==> src/rtl/vga_overlay_pkg.sv <==
// rtl/vga_overlay_pkg.sv - segment table, colour constants and segment indices for the digit overlay
package vga_overlay_pkg;

  typedef logic [23:0] rgb_t;

  localparam rgb_t COL_BLACK = 24'h000000;
  localparam rgb_t COL_FG    = 24'h00FF00;
  localparam rgb_t COL_ALERT = 24'hFF0000;

  localparam int SEG_A = 0;
  localparam int SEG_B = 1;
  localparam int SEG_C = 2;
  localparam int SEG_D = 3;
  localparam int SEG_E = 4;
  localparam int SEG_F = 5;
  localparam int SEG_G = 6;

  // bit order {g,f,e,d,c,b,a}; codes 10..15 light nothing
  localparam logic [6:0] SEG_TABLE [16] = '{
    7'h3F, 7'h06, 7'h5B, 7'h4F, 7'h66, 7'h6D, 7'h7D, 7'h07,
    7'h7F, 7'h6F, 7'h00, 7'h00, 7'h00, 7'h00, 7'h00, 7'h00
  };

endpackage

==> src/rtl/vga_digit_overlay_if.sv <==
// rtl/vga_digit_overlay_if.sv - pixel position, syncs and colour bundle around the overlay
interface vga_digit_overlay_if;
  logic [9:0] x;
  logic [9:0] y;
  logic       h_sync_in;
  logic       v_sync_in;
  logic       blank_n_in;
  logic       h_sync_out;
  logic       v_sync_out;
  logic       blank_n_out;
  logic [7:0] vga_red;
  logic [7:0] vga_green;
  logic [7:0] vga_blue;

  modport master (
    output x, y, h_sync_in, v_sync_in, blank_n_in,
    input  h_sync_out, v_sync_out, blank_n_out, vga_red, vga_green, vga_blue
  );

  modport slave (
    input  x, y, h_sync_in, v_sync_in, blank_n_in,
    output h_sync_out, v_sync_out, blank_n_out, vga_red, vga_green, vga_blue
  );
endinterface

==> src/rtl/vga_seg_glyph.sv <==
// rtl/vga_seg_glyph.sv - combinational seven-segment hit test for one W x H digit cell
module vga_seg_glyph
  import vga_overlay_pkg::*;
#(
  parameter int W   = 40,
  parameter int H   = 80,
  parameter int T   = 6,
  parameter int DXW = 7,
  parameter int DYW = 10
) (
  input  logic [DXW-1:0] dx,
  input  logic [DYW-1:0] dy,
  input  logic [3:0]     digit,
  output logic           lit
);

  int         w_x;
  int         w_y;
  logic [6:0] w_seg;

  always_comb begin
    w_x = int'(dx);
    w_y = int'(dy);
    w_seg = '0;
    w_seg[SEG_A] = (w_y < T);
    w_seg[SEG_D] = (w_y >= H - T);
    w_seg[SEG_G] = (w_y >= H/2 - T/2) && (w_y < H/2 + T/2);
    w_seg[SEG_F] = (w_x < T) && (w_y < H/2);
    w_seg[SEG_B] = (w_x >= W - T) && (w_y < H/2);
    w_seg[SEG_E] = (w_x < T) && (w_y >= H/2);
    w_seg[SEG_C] = (w_x >= W - T) && (w_y >= H/2);
    lit = |(w_seg & SEG_TABLE[digit]);
  end

endmodule

==> src/rtl/vga_digit_overlay.sv <==
// rtl/vga_digit_overlay.sv - two-stage seven-segment digit overlay with per-frame digit latch and alert blink
// VGA_DIGIT_LZB_EN enables leading-zero blanking of the latched digits.
module vga_digit_overlay
  import vga_overlay_pkg::*;
#(
  parameter int         NUM_DIGITS   = 4,
  parameter int         ORIGIN_X     = 365,
  parameter int         ORIGIN_Y     = 160,
  parameter int         DIGIT_W      = 40,
  parameter int         DIGIT_H      = 80,
  parameter int         GAP          = 30,
  parameter int         SEG_T        = 6,
  parameter logic [7:0] COLON_MASK   = 8'b0000_0010,
  parameter int         BLINK_FRAMES = 30
) (
  input  logic                    clk_25mhz,
  input  logic                    rst,
  input  logic [4*NUM_DIGITS-1:0] digits_in,
  input  logic                    time_out,
  vga_digit_overlay_if.slave      vif
);

  localparam int PITCH    = DIGIT_W + GAP;
  localparam int DXW      = $clog2(PITCH);
  localparam int IW       = $clog2(NUM_DIGITS + 1);
  localparam int FCW      = (BLINK_FRAMES > 1) ? $clog2(BLINK_FRAMES) : 1;
  localparam int COLON_X0 = DIGIT_W + GAP/2 - SEG_T/2;
  localparam int COLON_Y0 = DIGIT_H/4 - SEG_T/2;
  localparam int COLON_Y1 = 3*DIGIT_H/4 - SEG_T/2;

  logic [3:0]            r_shadow [NUM_DIGITS];
  logic [NUM_DIGITS-1:0] r_lzb;
  logic [FCW-1:0]        r_frame_cnt;
  logic                  r_phase;

  logic                  w_frame_start;
  logic [3:0]            w_load [NUM_DIGITS];
  logic [NUM_DIGITS-1:0] w_load_blank;

  assign w_frame_start = (vif.x == 10'd0) && (vif.y == 10'd0);

  always_comb begin
`ifdef VGA_DIGIT_LZB_EN
    logic w_lead;
    w_lead = 1'b1;
`endif
    w_load_blank = '0;
    for (int i = 0; i < NUM_DIGITS; i++) begin
      w_load[i] = digits_in[4*(NUM_DIGITS-1-i) +: 4];
    end
`ifdef VGA_DIGIT_LZB_EN
    // the rightmost cell always shows, so a zero value still renders "0"
    for (int i = 0; i < NUM_DIGITS - 1; i++) begin
      if (w_lead && (w_load[i] == 4'd0)) begin
        w_load[i]       = 4'hF;
        w_load_blank[i] = 1'b1;
      end else begin
        w_lead = 1'b0;
      end
    end
`endif
  end

  always_ff @(posedge clk_25mhz) begin
    if (rst) begin
      for (int i = 0; i < NUM_DIGITS; i++) r_shadow[i] <= 4'hF;
      r_lzb       <= '0;
      r_frame_cnt <= '0;
      r_phase     <= 1'b0;
    end else if (w_frame_start) begin
      for (int i = 0; i < NUM_DIGITS; i++) r_shadow[i] <= w_load[i];
      r_lzb <= w_load_blank;
      if (r_frame_cnt == FCW'(BLINK_FRAMES - 1)) begin
        r_frame_cnt <= '0;
        r_phase     <= ~r_phase;
      end else begin
        r_frame_cnt <= r_frame_cnt + FCW'(1);
      end
    end
  end

  // stage 1: cell tracker counts along the line instead of dividing x
  logic           r1_active;
  logic [IW-1:0]  r1_idx;
  logic [DXW-1:0] r1_dx;
  logic           r1_in_rows;
  logic [9:0]     r1_dy;
  logic           r1_hs;
  logic           r1_vs;
  logic           r1_bn;

  logic           w_active_nxt;
  logic [IW-1:0]  w_idx_nxt;
  logic [DXW-1:0] w_dx_nxt;
  logic           w_in_rows;

  always_comb begin
    w_active_nxt = r1_active;
    w_idx_nxt    = r1_idx;
    w_dx_nxt     = r1_dx;
    if (vif.x == 10'(ORIGIN_X)) begin
      w_active_nxt = 1'b1;
      w_idx_nxt    = '0;
      w_dx_nxt     = '0;
    end else if (r1_active) begin
      if (r1_dx == DXW'(PITCH - 1)) begin
        w_dx_nxt  = '0;
        w_idx_nxt = r1_idx + IW'(1);
        if (r1_idx == IW'(NUM_DIGITS - 1)) w_active_nxt = 1'b0;
      end else begin
        w_dx_nxt = r1_dx + DXW'(1);
      end
    end
  end

  assign w_in_rows = (vif.y >= 10'(ORIGIN_Y)) && ((vif.y - 10'(ORIGIN_Y)) < 10'(DIGIT_H));

  always_ff @(posedge clk_25mhz) begin
    if (rst) begin
      r1_active  <= 1'b0;
      r1_idx     <= '0;
      r1_dx      <= '0;
      r1_in_rows <= 1'b0;
      r1_dy      <= '0;
      r1_hs      <= 1'b1;
      r1_vs      <= 1'b1;
      r1_bn      <= 1'b0;
    end else begin
      r1_active  <= w_active_nxt;
      r1_idx     <= w_idx_nxt;
      r1_dx      <= w_dx_nxt;
      r1_in_rows <= w_in_rows;
      r1_dy      <= vif.y - 10'(ORIGIN_Y);
      r1_hs      <= vif.h_sync_in;
      r1_vs      <= vif.v_sync_in;
      r1_bn      <= vif.blank_n_in;
    end
  end

  // stage 2: segment / colon hit test and colour select
  logic [3:0] w_digit;
  logic       w_colon_en;
  logic       w_glyph_lit;
  logic       w_colon_hit;
  logic       w_lit;
  rgb_t       r_rgb;
  logic       r2_hs;
  logic       r2_vs;
  logic       r2_bn;

  always_comb begin
    w_digit    = 4'hF;
    w_colon_en = 1'b0;
    for (int i = 0; i < NUM_DIGITS; i++) begin
      if (r1_idx == IW'(i)) begin
        w_digit    = r_shadow[i];
        w_colon_en = COLON_MASK[i] && (i < NUM_DIGITS - 1) && !r_lzb[i];
      end
    end
  end

  vga_seg_glyph #(
    .W   (DIGIT_W),
    .H   (DIGIT_H),
    .T   (SEG_T),
    .DXW (DXW),
    .DYW (10)
  ) u_glyph (
    .dx    (r1_dx),
    .dy    (r1_dy),
    .digit (w_digit),
    .lit   (w_glyph_lit)
  );

  assign w_colon_hit = (r1_dx >= DXW'(COLON_X0)) && (r1_dx < DXW'(COLON_X0 + SEG_T)) &&
                       (((r1_dy >= 10'(COLON_Y0)) && (r1_dy < 10'(COLON_Y0 + SEG_T))) ||
                        ((r1_dy >= 10'(COLON_Y1)) && (r1_dy < 10'(COLON_Y1 + SEG_T))));

  assign w_lit = r1_active && r1_in_rows &&
                 (((r1_dx < DXW'(DIGIT_W)) && w_glyph_lit) || (w_colon_en && w_colon_hit));

  always_ff @(posedge clk_25mhz) begin
    if (rst) begin
      r_rgb <= COL_BLACK;
      r2_hs <= 1'b1;
      r2_vs <= 1'b1;
      r2_bn <= 1'b0;
    end else begin
      if (r1_bn && w_lit) r_rgb <= (time_out && r_phase) ? COL_ALERT : COL_FG;
      else                r_rgb <= COL_BLACK;
      r2_hs <= r1_hs;
      r2_vs <= r1_vs;
      r2_bn <= r1_bn;
    end
  end

  assign vif.vga_red     = r_rgb[23:16];
  assign vif.vga_green   = r_rgb[15:8];
  assign vif.vga_blue    = r_rgb[7:0];
  assign vif.h_sync_out  = r2_hs;
  assign vif.v_sync_out  = r2_vs;
  assign vif.blank_n_out = r2_bn;

endmodule

==> src/flat_wrapper.sv <==
// flat-port wrapper written by rule: the top's interface ports become plain ports
module vga_digit_overlay_flat import vga_overlay_pkg::*;
#(
  parameter int         NUM_DIGITS   = 4,
  parameter int         ORIGIN_X     = 365,
  parameter int         ORIGIN_Y     = 160,
  parameter int         DIGIT_W      = 40,
  parameter int         DIGIT_H      = 80,
  parameter int         GAP          = 30,
  parameter int         SEG_T        = 6,
  parameter logic [7:0] COLON_MASK   = 8'b0000_0010,
  parameter int         BLINK_FRAMES = 30
)
  (clk_25mhz, rst, digits_in, time_out, vif_x, vif_y, vif_h_sync_in, vif_v_sync_in, vif_blank_n_in, vif_h_sync_out, vif_v_sync_out, vif_blank_n_out, vif_vga_red, vif_vga_green, vif_vga_blue);
  vga_digit_overlay_if vif_i ();
  input  logic clk_25mhz;
  input  logic rst;
  input  logic [4*NUM_DIGITS-1:0] digits_in;
  input  logic time_out;
  input wire logic [$bits(vif_i.x)-1:0] vif_x;
  input wire logic [$bits(vif_i.y)-1:0] vif_y;
  input wire logic [$bits(vif_i.h_sync_in)-1:0] vif_h_sync_in;
  input wire logic [$bits(vif_i.v_sync_in)-1:0] vif_v_sync_in;
  input wire logic [$bits(vif_i.blank_n_in)-1:0] vif_blank_n_in;
  output wire logic [$bits(vif_i.h_sync_out)-1:0] vif_h_sync_out;
  output wire logic [$bits(vif_i.v_sync_out)-1:0] vif_v_sync_out;
  output wire logic [$bits(vif_i.blank_n_out)-1:0] vif_blank_n_out;
  output wire logic [$bits(vif_i.vga_red)-1:0] vif_vga_red;
  output wire logic [$bits(vif_i.vga_green)-1:0] vif_vga_green;
  output wire logic [$bits(vif_i.vga_blue)-1:0] vif_vga_blue;
  assign vif_i.x = vif_x;
  assign vif_i.y = vif_y;
  assign vif_i.h_sync_in = vif_h_sync_in;
  assign vif_i.v_sync_in = vif_v_sync_in;
  assign vif_i.blank_n_in = vif_blank_n_in;
  assign vif_h_sync_out = vif_i.h_sync_out;
  assign vif_v_sync_out = vif_i.v_sync_out;
  assign vif_blank_n_out = vif_i.blank_n_out;
  assign vif_vga_red = vif_i.vga_red;
  assign vif_vga_green = vif_i.vga_green;
  assign vif_vga_blue = vif_i.vga_blue;
  vga_digit_overlay #(.NUM_DIGITS(NUM_DIGITS), .ORIGIN_X(ORIGIN_X), .ORIGIN_Y(ORIGIN_Y), .DIGIT_W(DIGIT_W), .DIGIT_H(DIGIT_H), .GAP(GAP), .SEG_T(SEG_T), .COLON_MASK(COLON_MASK), .BLINK_FRAMES(BLINK_FRAMES)) u_core (.clk_25mhz(clk_25mhz), .rst(rst), .digits_in(digits_in), .time_out(time_out), .vif(vif_i));
endmodule
==> config.mk <==
export PLATFORM = sky130hd
export DESIGN_NAME = vga_digit_overlay_flat
export DESIGN_NICKNAME = d
export VERILOG_FILES = /design/src/rtl/vga_overlay_pkg.sv /design/src/rtl/vga_digit_overlay_if.sv /design/src/rtl/vga_seg_glyph.sv /design/src/rtl/vga_digit_overlay.sv /design/src/flat_wrapper.sv
export SDC_FILE = /design/constraint.sdc
export NUM_CORES = 1
export LEC_CHECK = 0
export BUFFER_PORTS_ARGS = -buffer_cell sky130_fd_sc_hd__buf_2
export CORE_MARGIN = 1.5
export CORE_UTILIZATION = 28
export DETAILED_ROUTE_END_ITERATION = 16
export GPL_ROUTABILITY_DRIVEN = 0
export SETUP_SLACK_MARGIN = 0.4
export SYNTH_ARGS = -nofsm -noshare
export SYNTH_HDL_FRONTEND = slang
export SYNTH_SLANG_ARGS = --single-unit
==> constraint.sdc <==
create_clock -name clk_25mhz -period 2.3 [get_ports clk_25mhz]
set_input_delay 0.23 -clock clk_25mhz [delete_from_list [all_inputs] [get_ports clk_25mhz]]
set_output_delay 0.23 -clock clk_25mhz [all_outputs]
set_load 0.1 [all_outputs]
Word-level counts from Yosys, hierarchy flattened
Memories as Yosys holds them, arrays and structs flattened.
Index checks and enable logic that the tools add are counted.
{"block": "op_classes", "eq_ne": 6, "n_reduce_logical": 27, "bitwise_logic": 8, "n_lt_le_gt_ge": 18, "n_addsub": 4, "muxes": 25}
{"operator": "$mux 4", "count": 8}
{"operator": "$ge 10x6->1 const B", "count": 3}
{"operator": "$lt 10x6->1 const B", "count": 3}
{"operator": "$mux 24", "count": 1}
{"operator": "$mux 7", "count": 3}
{"operator": "$logic_not 10->1", "count": 2}
{"operator": "$logic_and 1x1->1", "count": 17}
{"operator": "$ge 7x6->1 const B", "count": 2}
{"operator": "$lt 7x6->1 const B", "count": 2}
{"operator": "$mux 1", "count": 12}
{"operator": "$eq 10x9->1 const B", "count": 1}
{"operator": "$ge 10x5->1 const B", "count": 1}
{"operator": "$ge 10x7->1 const B", "count": 1}
{"operator": "$ge 10x8->1 const B", "count": 1}
{"operator": "$lt 10x3->1 const B", "count": 1}
{"operator": "$lt 10x5->1 const B", "count": 1}
{"operator": "$lt 10x7->1 const B", "count": 1}
{"operator": "$sub 10x8->10 const B", "count": 1}
{"operator": "$add 7x1->7 const B", "count": 1}
{"operator": "$and 7x7->7", "count": 1}
{"operator": "$eq 7x7->1 const B", "count": 1}
{"operator": "$lt 7x3->1 const B", "count": 1}
{"operator": "$reduce_or 7->1", "count": 1}
{"operator": "$eq 3x2->1 const B", "count": 2}
{"operator": "13 further kinds", "count": 20}
{"block": "word_totals", "elab_cells": 104, "mem_bits_rw": 16, "n_memories": 2, "inputBits": 42, "mem_bits_ro": 112, "register_bits": 58}
{"memory": "(no name shown)", "words": 16, "width": 7, "read_ports": 1, "rd_ports_with_merged_regs": 0, "wr": 0, "line_no": "vga_seg_glyph.sv:32", "text": "lit = |(w_seg & SEG_TABLE[digit]);"}
{"memory": "u_core.r_shadow", "words": 4, "width": 4, "read_ports": 4, "rd_ports_with_merged_regs": 0, "wr": 4, "line_no": "vga_digit_overlay.sv:31", "text": "logic [3:0] r_shadow [NUM_DIGITS];"}

Logic depth before layout (Yosys ltp)
{"block": "logic_depth", "word_depth": 17, "depth_mapped": 12}

Cells and area by module
Synthesis repeated with hierarchy kept, for this count alone.
{"block": "unflattened", "hier_cells": 309, "hier_area_um2": 2950.3}
{"module": "vga_digit_overlay", "seq_area_each_um2": 1201.2, "area_each_um2": 2608.8, "instances": 1, "cells_per_inst": 261}
{"module": "vga_seg_glyph", "seq_area_each_um2": 0.0, "area_each_um2": 341.6, "instances": 1, "cells_per_inst": 48}

Least setup slack after synthesis
OpenSTA, ideal clock, no wires.
{"block": "synth_path", "path_type": "reg-to-reg", "from": "register u_core.r1_idx[1]", "to": "register u_core.r_rgb[15]", "required_time_ns": 2.222, "path_buffers": 0, "arrival_time_ns": 2.355, "setup_ns": 0.078, "stages_incl_launch_ff": 13, "slack_ns": -0.133, "cell_sequence": "dfxtp_1 inv_1 ha_1 nand2b_1 o22ai_1 o21ai_0 o31ai_1 ha_1 nor2_1 a41o_1 a211oi_1 o311ai_1 a32oi_1"}
{"block": "synth_via", "elab_chain_len": 17, "elab_cells_between_ends": 24, "classes_between": "eq/ne (3); mux (9); bitwise (3); reduce/logical (8); memory (1)"}
{"element": "start, declared", "line_no": "vga_digit_overlay.sv:84", "text": "logic [IW-1:0] r1_idx;"}
{"element": "start signal, assigned", "line_no": "vga_digit_overlay.sv:130", "text": "r1_idx <= w_idx_nxt;"}
{"element": "$logic_not 3->1", "line_no": "vga_digit_overlay.sv:155", "text": "if (r1_idx == IW'(i)) begin"}
{"element": "$mux 4 (4 in series)", "line_no": "vga_digit_overlay.sv:155"}
{"element": "$not 4->5 (not written as such)", "line_no": "vga_seg_glyph.sv:32"}
{"element": "$mem_v2 16x7"}
{"element": "$mux 7 (not written as such) (2 in series)", "line_no": "vga_seg_glyph.sv:32"}
{"element": "$and 7x7->7", "line_no": "vga_seg_glyph.sv:32"}
{"element": "$reduce_or 7->1", "line_no": "vga_seg_glyph.sv:32"}
{"element": "$logic_and 1x1->1", "line_no": "vga_digit_overlay.sv:180", "text": "(((r1_dx < DXW'(DIGIT_W)) && w_glyph_lit) || (w_colon_en && w_colon_hit));"}
{"element": "$logic_or 1x1->1 *", "line_no": "vga_digit_overlay.sv:180"}
{"element": "$logic_and 1x1->1 *", "line_no": "vga_digit_overlay.sv:179", "text": "assign w_lit = r1_active && r1_in_rows &&"}
{"element": "$logic_and 1x1->1 *", "line_no": "vga_digit_overlay.sv:189", "text": "if (r1_bn && w_lit) r_rgb <= (time_out && r_phase) ? COL_ALERT : COL_FG;"}
{"element": "$not 1->1 (no line) *"}
{"element": "$reduce_or 2->1 (no line) *"}
{"element": "end signal, assigned", "line_no": "vga_digit_overlay.sv:189"}
{"element": "end, declared", "line_no": "vga_digit_overlay.sv:146", "text": "rgb_t r_rgb;"}
Mark *: on every way between the ends. The rest lies on a longest branch, timed or not. The select of a mux whose other input is x is not followed.
A chain may end at the register's enable or synchronous reset.

Worst setup path after layout
Same ends and word-level chain as after synthesis.

==> results by stage <==
Critical path:
- The cell type group with the largest total delay on the critical path is compound AO/OA/AOI/OAI gates.
- The critical path goes through inv_4 -> ha_4 -> nand2b_4 -> o22ai_2 -> o21ai_2 -> o31ai_2 -> ha_2 -> nor3_2 -> a41o_1 -> a211oi_2 -> o311ai_2 -> a32oi_1.
- In this run the critical register-to-register path is launched from u_core.r1_idx[1]$_SDFFE_PP0P_.
- The kind of launch point of the worst setup path is a register.
- For the worst setup path, the data arrival time is 2.44 ns.
- The cell count of the worst reg-to-reg path is 12.
- Among all stages on the critical path, the largest delay is contributed by sky130_fd_sc_hd__dfxtp_4.
- In this run the critical register-to-register path is captured at u_core.r_rgb[15]$_SDFF_PP0_.
- On the worst path, the slowest cell contributes a delay of 0.38 ns.
- For the worst setup path, the data required time is 2.53 ns.
- The worst register-to-register path has a setup slack of 0.09 ns.
- The largest fanout on the critical path is 7.
- The number of buffers and inverters on the critical path is 1.
- The path type of the worst setup path is reg2reg.
- The type of destination of the critical path is a register.
- The critical path crosses 12 cells after its start point.

Placed design:
- Detailed placement finished with a half-perimeter wire length of 4.542 mm.
- The count of buffers added on input and output ports is 60.
- The post-placement setup slack is -0.004518 ns.

Global routing:
- The first-pass GRT wire length is 9.349 mm.
- The total overflow left after global routing is 0.
- Entering global routing, the biggest net connects 42 pins.
- The via count of the first global-routing pass is around 2100.
- The combined global-route utilization of all metal layers is 10.54%.
- The number of antenna violations at the first check in global routing is 0.

Logic synthesis:
- After synthesis, the largest area contributor takes up between 20 and 30% of total cell area.
- The yosys synthesis warning count is 0.
- In the post-synthesis netlist, the biggest area contributors are sky130_fd_sc_hd__dfxtp_1, sky130_fd_sc_hd__edfxtp_1, sky130_fd_sc_hd__ha_1.
- Counting flops and latches in the post-synthesis netlist gives 52.
- The dominant cell type by area after synthesis is sky130_fd_sc_hd__dfxtp_1.
- In the synthesized netlist the async set-or-reset flop fraction comes to 0%.
- The number of unique standard cell types used by synthesis is 52.
- The most frequently used flop master after synthesis is sky130_fd_sc_hd__dfxtp_1.
- The average instance area after synthesis is 9.230 µm².
- Summing every instance area after synthesis gives 0.002843 mm².
- The number of flops mapped to enable cells by yosys is 16.
- Synthesis handed over a netlist of 308 instances.
- The proportion of synthesized chip area in sequential cells is 42.25%.

STA:
- Of the available clock period, the critical path in the final layout requires 95.91%.
- The smallest clock period supported by the final layout is computed as 2.206 ns.
- Timing would allow up to 453.3 MHz.
- The worst-case clock skew is about 0.0076 ns.
- The number of hold violations in the final report is 0.
- Setup repair after global routing could not meet its margin everywhere.
- Setup slack closes at 0.09402 ns.
- The number of pins exceeding their max-slew limit in the final report came to 0.
- The setup violation total in the final timing report is 0.

Routing:
- The total detailed-routing wirelength is 5.674 mm.
- The residual DRC count is 0.
- In the final routed layout, each cell accounts on average for 11.42 µm.
- The number of nets still failing antenna checks after routing is 0.
- The number of detailed-route iterations in the first pass is 4.
- The total vias in the final route is 2300.
- The detailed router finished its first iteration with 111 violations.
- The routed via count divided by cell count is 4.628.

Clocking:
- The level count of the clock H-tree is 2.
- After clock tree synthesis, the clock-pin slew on the worst setup and hold paths is roughly 0.09 ns.
- The cell at the root of the clock tree is sky130_fd_sc_hd__clkbuf_8.
- The insertion delay to the later sink of the worst-skew pair is 0.30 ns.
- Buffers inserted to repair hold after CTS numbered 0.
- The total CTS buffers is 5.
- No sink is reached through more buffers than the 2 on the longest clock path.
- The clock sink count is 52.
- TritonCTS built the clock tree.

Final layout:
- The top cell types in the final layout, fill and taps aside, are sky130_fd_sc_hd__buf_2, sky130_fd_sc_hd__dfxtp_1, sky130_fd_sc_hd__nor2_1, sky130_fd_sc_hd__or3_1, sky130_fd_sc_hd__edfxtp_1.
- The fraction of final layout cells with drive strength greater than 1 is 31.59%.
- After the last flow step, the layout net total stands at 420.
- The repair_antennas step left the layout with diodes totalling 0.
- The commonest non-fill, non-tap cell in the layout is sky130_fd_sc_hd__buf_2.
- The area growth from synthesis to layout is 21.13%.

Power:
- The maximum ir drop on the vdd rail is 0.0002162 V.
- For this design the static power due to leakage is 1.348 nW.
- The total chip power is 1.809 mW.
- In this run the power density over the cells is 525.5 mW/mm².

Die:
- The number of rows in the core area is 36.
- The number of top-level pins is 69.
- The die is 103.8 µm tall.
- The horizontal extent of the die is 103.8 µm.
- The placeable core region is 0.009819 mm².
- The effective utilization at floorplan is around 29%.
- The die covers 0.01077 mm².

Hold path:
- The worst hold-check path type is in2reg.
- The worst hold endpoint is u_core.r1_vs$_SDFF_PP1_.
- The worst min-delay path startpoint is vif_v_sync_in.
- The number of instances on the worst hold path is 2.

Run status:
- The flow ran to the end, and the final reports show no timing, DRC or antenna violations.

Flow run:
- The tool flagged a number of max-cap violations equal to 0.
-- logic make-up (layout without fill, tap and decap cells) --
kind of cell	count (synthesis)	after routing	share of synthesized area (%)
buf+inv	49	98	9.507
other cells	1	8	0.1319
compound gates	49	49	11.80
fa+ha+maj	15	15	6.602
flops	52	52	42.25
xor+xnor	9	9	2.773
simple gates	128	128	25.13
mux	5	5	1.805
-- routing by layer --
layer	track usage, %	wire, µm
met3	2.014	216
met1	13.36	2691
met4	3.274	43
met2	18.10	2722
met5	0	0
-- how the worst max path moves through the flow --
stage                                        from                     endpoint
global route        u_core.r1_idx[1]$_SDFFE_PP0P_  u_core.r_rgb[15]$_SDFF_PP0_
finish              u_core.r1_idx[1]$_SDFFE_PP0P_  u_core.r_rgb[15]$_SDFF_PP0_
global placement    u_core.r1_idx[1]$_SDFFE_PP0P_  u_core.r_rgb[15]$_SDFF_PP0_
floorplan           u_core.r1_idx[1]$_SDFFE_PP0P_  u_core.r_rgb[15]$_SDFF_PP0_
detailed placement  u_core.r1_idx[1]$_SDFFE_PP0P_  u_core.r_rgb[15]$_SDFF_PP0_
CTS                 u_core.r1_idx[0]$_SDFFE_PP0P_  u_core.r_rgb[15]$_SDFF_PP0_
-- Yosys cell counts, drive strengths merged, types with 2 or more instances --
master	instances
dfxtp	36
nor2	32
buf	25
or3	21
edfxtp	16
inv	16
ha	15
nand2	14
o21ai	13
a21oi	11
nor2b	11
nor3	9
clkbuf	7
or2	7
nand3	6
nor4	6
xnor2	6
nand2b	5
a32oi	4
mux2i	4
nand4	4
or4	4
a31oi	3
nand4b	3
o211ai	3
xor2	3
a211oi	2
and3	2
nor3b	2
o2111ai	2
o221ai	2
o311ai	2
-- report_power, final --
group	switching [mW]	leakage (nW)	internal, mW	total [mW]
sequential	0.0184	0.457	0.971	0.990
combinational	0.158	0.835	0.0828	0.241
clock	0.295	0.0563	0.284	0.579
-- metrics by stage --
stage                     hold slack, ns  std cells  utilization (%)  setup TNS [ns]  instance area [µm²]
after global routing             0.08740        497            35.07        -0.02487                 3443
after global placement            0.3955        486            33.27               0                 3267
after detailed placement          0.3949        486            33.27       -0.004518                 3267
final                             0.1049        497            35.07               0                 3443
after CTS                        0.09488        496            34.53               0                 3391
after floorplan                   0.3024        315                -               0                 2932
-- state kept, by name, indices dropped and copies added, names as in the netlist --
name / count
u_core.r1_active: 1
u_core.r1_bn: 1
u_core.r1_dx: 7
u_core.r1_dy: 10
u_core.r1_hs: 1
u_core.r1_idx: 3
u_core.r1_in_rows: 1
u_core.r1_vs: 1
u_core.r_frame_cnt: 5
u_core.r_phase: 1
u_core.r_rgb: 2
u_core.r_shadow: 16
u_core.vif.blank_n_out: 1
u_core.vif.h_sync_out: 1
u_core.vif.v_sync_out: 1
-- final cells by class --
class,instances,area [µm²]
tap,133,166.4
clock buffer,7,98.84
clock inverter,1,5.005
fill,1033,6376
inverter,17,66.31
sequential,52,1209
timing repair buffer,73,397.9
multi-input combinational,214,1500
-- worst reg2reg max path, delay by kind of cell (launching register included) --
family	cells	cell delay [ns]
buffers and inverters	1	0.05
adders and majority gates	2	0.42
DFF	1	0.38
AOI/OAI and AO/OA	7	1.10
and+or+nand+nor	2	0.19
-- repair_timing --
item / in CTS / in global routing
pin swaps: 8 / 3
setup buffers: 2 / 1
gates resized for setup: 2 / 9
setup endpoints to repair: 2 / 2
Note: power is estimated with default switching activity, not from simulation.
